[src/rtl/bus_interconnect_n.sv]
// Registered single-master to NUM_SLAVES interconnect with one-hot slave select and ack/err return.
// Optional slave timeout abort is enabled by defining BUS_TIMEOUT_EN.
module bus_interconnect_n #(
    parameter int NUM_SLAVES = 8,
    parameter int AW         = 32,
    parameter int DW         = 32,
    parameter int SW         = 4,
    parameter int SLAVE_BITS = 4,
    parameter int TIMEOUT    = 255
) (
    input  logic                     clk,
    input  logic                     rst,
    input  logic                     m_stb_i,
    input  logic [AW-1:0]            m_addr_i,
    input  logic [DW-1:0]            m_data_i,
    input  logic                     m_we_i,
    input  logic [SW-1:0]            m_select_i,
    output logic [DW-1:0]            m_data_o,
    output logic                     m_ack_o,
    output logic                     m_err_o,
    output logic                     busy_o,
    output logic [AW-1:0]            s_addr_o,
    output logic [DW-1:0]            s_data_o,
    output logic                     s_we_o,
    output logic [SW-1:0]            s_be_o,
    output logic [NUM_SLAVES-1:0]    s_select_o,
    input  logic [NUM_SLAVES*DW-1:0] s_data_i,
    input  logic [NUM_SLAVES-1:0]    s_ack_i
);

    typedef enum logic [1:0] {
        ST_IDLE,
        ST_WAIT,
        ST_RESP
    } state_e;

    state_e                  state_q, state_d;
    logic [AW-1:0]           s_addr_q, s_addr_d;
    logic [DW-1:0]           s_data_q, s_data_d;
    logic                    s_we_q, s_we_d;
    logic [SW-1:0]           s_be_q, s_be_d;
    logic [NUM_SLAVES-1:0]   s_select_q, s_select_d;
    logic                    err_q, err_d;
    logic [DW-1:0]           rdata_q, rdata_d;

    logic [SLAVE_BITS-1:0]   req_idx;
    logic                    req_mapped;
    logic                    sel_ack;
    logic [DW-1:0]           sel_data;
    logic                    timeout;

    assign req_idx    = m_addr_i[AW-1 -: SLAVE_BITS];
    assign req_mapped = 32'(req_idx) < 32'(NUM_SLAVES);

    // The one-hot select doubles as the return mux control, so stray acks fall out naturally.
    assign sel_ack = |(s_ack_i & s_select_q);

    // NOTE: every variable written in always_comb gets a default first, otherwise a latch is inferred.
    always_comb begin
        sel_data = '0;
        for (int i = 0; i < NUM_SLAVES; i++) begin
            if (s_select_q[i]) begin
                sel_data = s_data_i[i*DW +: DW];
            end
        end
    end

`ifdef BUS_TIMEOUT_EN
    localparam int CW = $clog2(TIMEOUT + 1);

    logic [CW-1:0] cnt_q, cnt_d;

    assign timeout = (cnt_q == CW'(TIMEOUT - 1));

    always_comb begin
        cnt_d = cnt_q;
        if (state_q == ST_IDLE) begin
            cnt_d = '0;
        end else if (state_q == ST_WAIT && !sel_ack && !timeout) begin
            cnt_d = cnt_q + CW'(1);
        end
    end

    always_ff @(posedge clk or negedge rst) begin
        if (!rst) begin
            cnt_q <= '0;
        end else begin
            cnt_q <= cnt_d;
        end
    end
`else
    assign timeout = 1'b0;
`endif

    // FSM state register
    // NOTE: sequential state uses non-blocking assignments so all flops update from pre-edge values.
    always_ff @(posedge clk or negedge rst) begin
        if (!rst) begin
            state_q <= ST_IDLE;
        end else begin
            state_q <= state_d;
        end
    end

    // FSM next-state logic
    always_comb begin
        state_d = state_q;
        case (state_q)
            ST_IDLE: begin
                if (m_stb_i) begin
                    state_d = req_mapped ? ST_WAIT : ST_RESP;
                end
            end
            ST_WAIT: begin
                if (sel_ack || timeout) begin
                    state_d = ST_RESP;
                end
            end
            ST_RESP: state_d = ST_IDLE;
            default: state_d = ST_IDLE;
        endcase
    end

    // Datapath next values; an ack in the terminal-count cycle takes priority over the abort.
    always_comb begin
        s_addr_d   = s_addr_q;
        s_data_d   = s_data_q;
        s_we_d     = s_we_q;
        s_be_d     = s_be_q;
        s_select_d = s_select_q;
        err_d      = err_q;
        rdata_d    = rdata_q;
        case (state_q)
            ST_IDLE: begin
                if (m_stb_i) begin
                    s_addr_d   = m_addr_i;
                    s_data_d   = m_data_i;
                    s_we_d     = m_we_i;
                    s_be_d     = m_select_i;
                    s_select_d = req_mapped ? (NUM_SLAVES'(1) << req_idx) : '0;
                    err_d      = !req_mapped;
                    rdata_d    = '0;
                end
            end
            ST_WAIT: begin
                if (sel_ack) begin
                    s_select_d = '0;
                    err_d      = 1'b0;
                    rdata_d    = s_we_q ? '0 : sel_data;
                end else if (timeout) begin
                    s_select_d = '0;
                    err_d      = 1'b1;
                    rdata_d    = '0;
                end
            end
            default: ;
        endcase
    end

    // NOTE: every register here is small control/datapath state, so all of it is reset to a known 0.
    always_ff @(posedge clk or negedge rst) begin
        if (!rst) begin
            s_addr_q   <= '0;
            s_data_q   <= '0;
            s_we_q     <= 1'b0;
            s_be_q     <= '0;
            s_select_q <= '0;
            err_q      <= 1'b0;
            rdata_q    <= '0;
        end else begin
            s_addr_q   <= s_addr_d;
            s_data_q   <= s_data_d;
            s_we_q     <= s_we_d;
            s_be_q     <= s_be_d;
            s_select_q <= s_select_d;
            err_q      <= err_d;
            rdata_q    <= rdata_d;
        end
    end

    // FSM outputs: the master response is only visible during RESP.
    always_comb begin
        busy_o   = (state_q != ST_IDLE);
        m_ack_o  = (state_q == ST_RESP);
        m_err_o  = (state_q == ST_RESP) && err_q;
        m_data_o = (state_q == ST_RESP) ? rdata_q : '0;
    end

    assign s_addr_o   = s_addr_q;
    assign s_data_o   = s_data_q;
    assign s_we_o     = s_we_q;
    assign s_be_o     = s_be_q;
    assign s_select_o = s_select_q;

endmodule

[config.mk]
export PLATFORM = sky130hd
export DESIGN_NAME = bus_interconnect_n
export DESIGN_NICKNAME = d
export VERILOG_FILES = /design/src/rtl/bus_interconnect_n.sv
export SDC_FILE = /design/constraint.sdc
export NUM_CORES = 1
export LEC_CHECK = 0
export CELL_PAD_IN_SITES_DETAIL_PLACEMENT = 0
export CELL_PAD_IN_SITES_GLOBAL_PLACEMENT = 1
export CORE_AREA = 4 4 174 176
export CTS_BUF_LIST = sky130_fd_sc_hd__clkbuf_16
export CTS_CLUSTER_DIAMETER = 100
export DETAILED_ROUTE_END_ITERATION = 7
export DIE_AREA = 0 0 178 180
export DONT_BUFFER_PORTS = 1
export PLACE_DENSITY_LB_ADDON = 0.1
export RECOVER_POWER = 100
export SLEW_MARGIN = 20
export SYNTH_ARGS = -nofsm -noshare
export SYNTH_HDL_FRONTEND = slang
export SYNTH_SLANG_ARGS = --single-unit
[constraint.sdc]
create_clock -name clk -period 2.5 [get_ports clk]
set_clock_uncertainty 0.2 [all_clocks]
set_input_delay 0.5 -clock clk [delete_from_list [all_inputs] [get_ports clk]]
set_output_delay 0.5 -clock clk [all_outputs]
set_load 0.02 [all_outputs]
==> results.cfg <==
[setup_path]
rr_endpoint = s_data_o[17]
cp_data_arrival_time_ns = 1.67
slowest_delay_ns = 0.49
rrSetupSlack_ns = 0.14
reg2reg_from = state_q[0]
cp-start-kind = flip-flop
crit_required_ns = 1.80
worstPathMaxFanout = 21
end_kind = output port
path_cells = nor2b_4 > buf_4 > and2_1
crit_slowest_cell = dfrtp_1
ff2ff_path_depth = 4
worstSetupPathType = reg2out

[timing]
max-slew-margin-rel_pct = 24.73
rsz0062_at_grt = false
hold_viol = 112
final.setup.tns_ns = 0
holdWs_ns = -0.3794
finalSetupViolCount = 0
finalWorstSetupSlack_ns = 0.1346
finalMaxSlewViolations = 0
worst_pin_slew_ns = 1.124
layout_min_cycle_time_ns = 2.365
period_share_pct = 94.62
clock.fmax_mhz = 422.8

[drt]
highest_layer = met5
vias = 5827
drc = 0
drt_iter0_markers = 362
met2WireLength_mm = 16.12
via_per_inst = 5.528
drtPass1Iterations = 5
ant_nets = 0
wl_met1_mm = 11.05
routed_wl_mm = 30.54
wire_per_inst_um = 28.98
wl_met3_mm = 2.682

[placed_design]
dp.cells = 1028
portBuffers = 0
place_ws_ns = 0.05711
routabilityCongestion = 0.8161
hpwl_mm = 23.76

[power]
power_leakage_nw = 2.865
ir_drop_uv = 420.3
total_power_mw = 9.783
powerDensity_nw_per_um2 = 1262

[cells_and_area]
finalNetCount = 998
final-instance-count-excl-fill = 1054
area_growth_pct = 13.08
drive_gt1_share_pct = 17.09
final_core_util_pct = 27.09

[global_route]
grt_max_degree = 113
grt_pass1_vias = 6507
grt-ovfl-total = 0
grt_pass1_wl_mm = 43.80
track_usage_pct = 18.27
antenna_found_initial = 4

[yosys]
syn-cell-area_um2 = 6857
ys_ff_latch = 112
postSynthAreaPerCell_um2 = 10.10
synth_edf_count = 0
ys_warn_count = 0
async_flop_share_pct = 100.0
yosys.area.top_type = dfrtp_1
netlist.area_leader.share_pct = 40.88
ys_seq_area_share_pct = 40.88
yosys_most_used_dff = dfrtp_1
synth_fp_nets = 1015
yosysUniqueCellTypes = 36
synth_commonest_cells = 112 x dfrtp_1, 63 x o21ai_0, 62 x a221o_1, 62 x nand2b_1, 51 x clkbuf_1
synth_top_cells_by_area = dfrtp_1 41%, a221o_1 9.1%, mux2_2 8.0%
synth.most_common_cell = dfrtp_1
syn_inst = 679

[floorplan]
core.rowCount = 62
io_pins = 448
die_h_um = 180
design.core.area_um2 = 28630
die_area_um2 = 32040
start_util_pct = 23.95
chipWidth_um = 178

[cts]
cts.clk_slew.worst_paths_ns = 0.09
clockBufferDepth = 2
ctsResizeCount = 0
cts-root-buf = clkbuf_16
clk_latency_ns = 0.36
cts_tree = built
cts_made_buffers = 9
htreeDepth = 3
cts_sinks = 112

[worst_hold_path]
hp-class = in2async

[run_status]
violations = hold timing
status = finished, violations left

[flow_run]
maxCapViolCount = 0
-- kinds of logic (layout without fill, tap and decap cells) --
family          after synthesis  in the layout  synth area share, %
buf+inv                      70             58                4.489
mux                          77             77                12.63
flops                       112            112                40.88
simple gates                188            188                14.91
compound gates              232            232                27.10
other cells                   0              3                    0
-- stage by stage --
step / instance area (um^2) / hold slack (ns)
6_report: 7754 / -0.3794
3_5_place_dp: 7411 / 0.007742
5_1_grt: 7751 / -0.4054
4_1_cts: 7735 / -0.4030
2_1_floorplan: 6857 / 0.004409
3_3_place_gp: 7411 / 0.007428
-- state kept, by name, indices dropped and copies added (netlist names) --
register and cells:
s_select_o 8, s_we_o 1, s_be_o 4, rdata_q 32, state_q 2, s_addr_o 32, s_data_o 32, err_q 1
-- critical path: cells and delay by family (launching register included) --
family / cells / cell delay, ns
buffers and inverters: 1 / 0.30
DFF: 1 / 0.49
and+or+nand+nor: 2 / 0.52
-- cell type report --
class | count | area, um^2
timing repair buffer | 40 | 322.8
fill | 3031 | 20870
sequential | 112 | 2808
antenna | 3 | 7.507
clock inverter | 7 | 98.84
clock buffer | 9 | 225.2
tap | 384 | 480.5
inverter | 2 | 7.507
multi-input combinational | 497 | 3804
-- routing by layer --
layer / up-vias / global-route usage (%)
met5: - / 0
met2: 335 / 33.71
met4: 2 / 4.734
met1: 2901 / 20.22
li1: 2547 / -
met3: 42 / 5.483
-- cells in the final DEF (no fill, tap or decap), types with 15 or more instances in the layout --
cell type  count
nor2_1        34
buf_4         23
mux2_2        49
o21ai_0       63
a32o_1        32
dfrtp_1      108
a21oi_1       32
a221o_1       62
o2111a_1      31
and2_0        15
nand2_1       33
mux2_1        27
nand2b_1      61
and2_1        18
-- power by group --
part / switching (mW) / internal (mW)
logic: 2.32 / 2.00
clock network: 0.811 / 0.734
registers: 1.32 / 2.59
total: 4.46 / 5.33
-- what timing repair did --
| action | 4_1_cts | 5_1_grt |
|---|---|---|
| buffers inserted | 0 | 7 |
| endpoints found under the setup margin | 0 | 19 |
| hold endpoints to repair | 112 | 112 |
-- worst max-delay path by stage --
stage	startpoint	end	slack, ns
after CTS	s_select_o[6]	rdata_q[12]	0.04
final	state_q[0]	m_data_o[30]	0.13
after detailed placement	s_select_o[6]	rdata_q[12]	0.06
after global placement	s_select_o[6]	rdata_q[10]	0.07
after global routing	state_q[0]	s_data_o[17]	0.02
after floorplan	s_select_o[3]	rdata_q[21]	0.40
No activity file was read; power rests on OpenSTA's default activity.
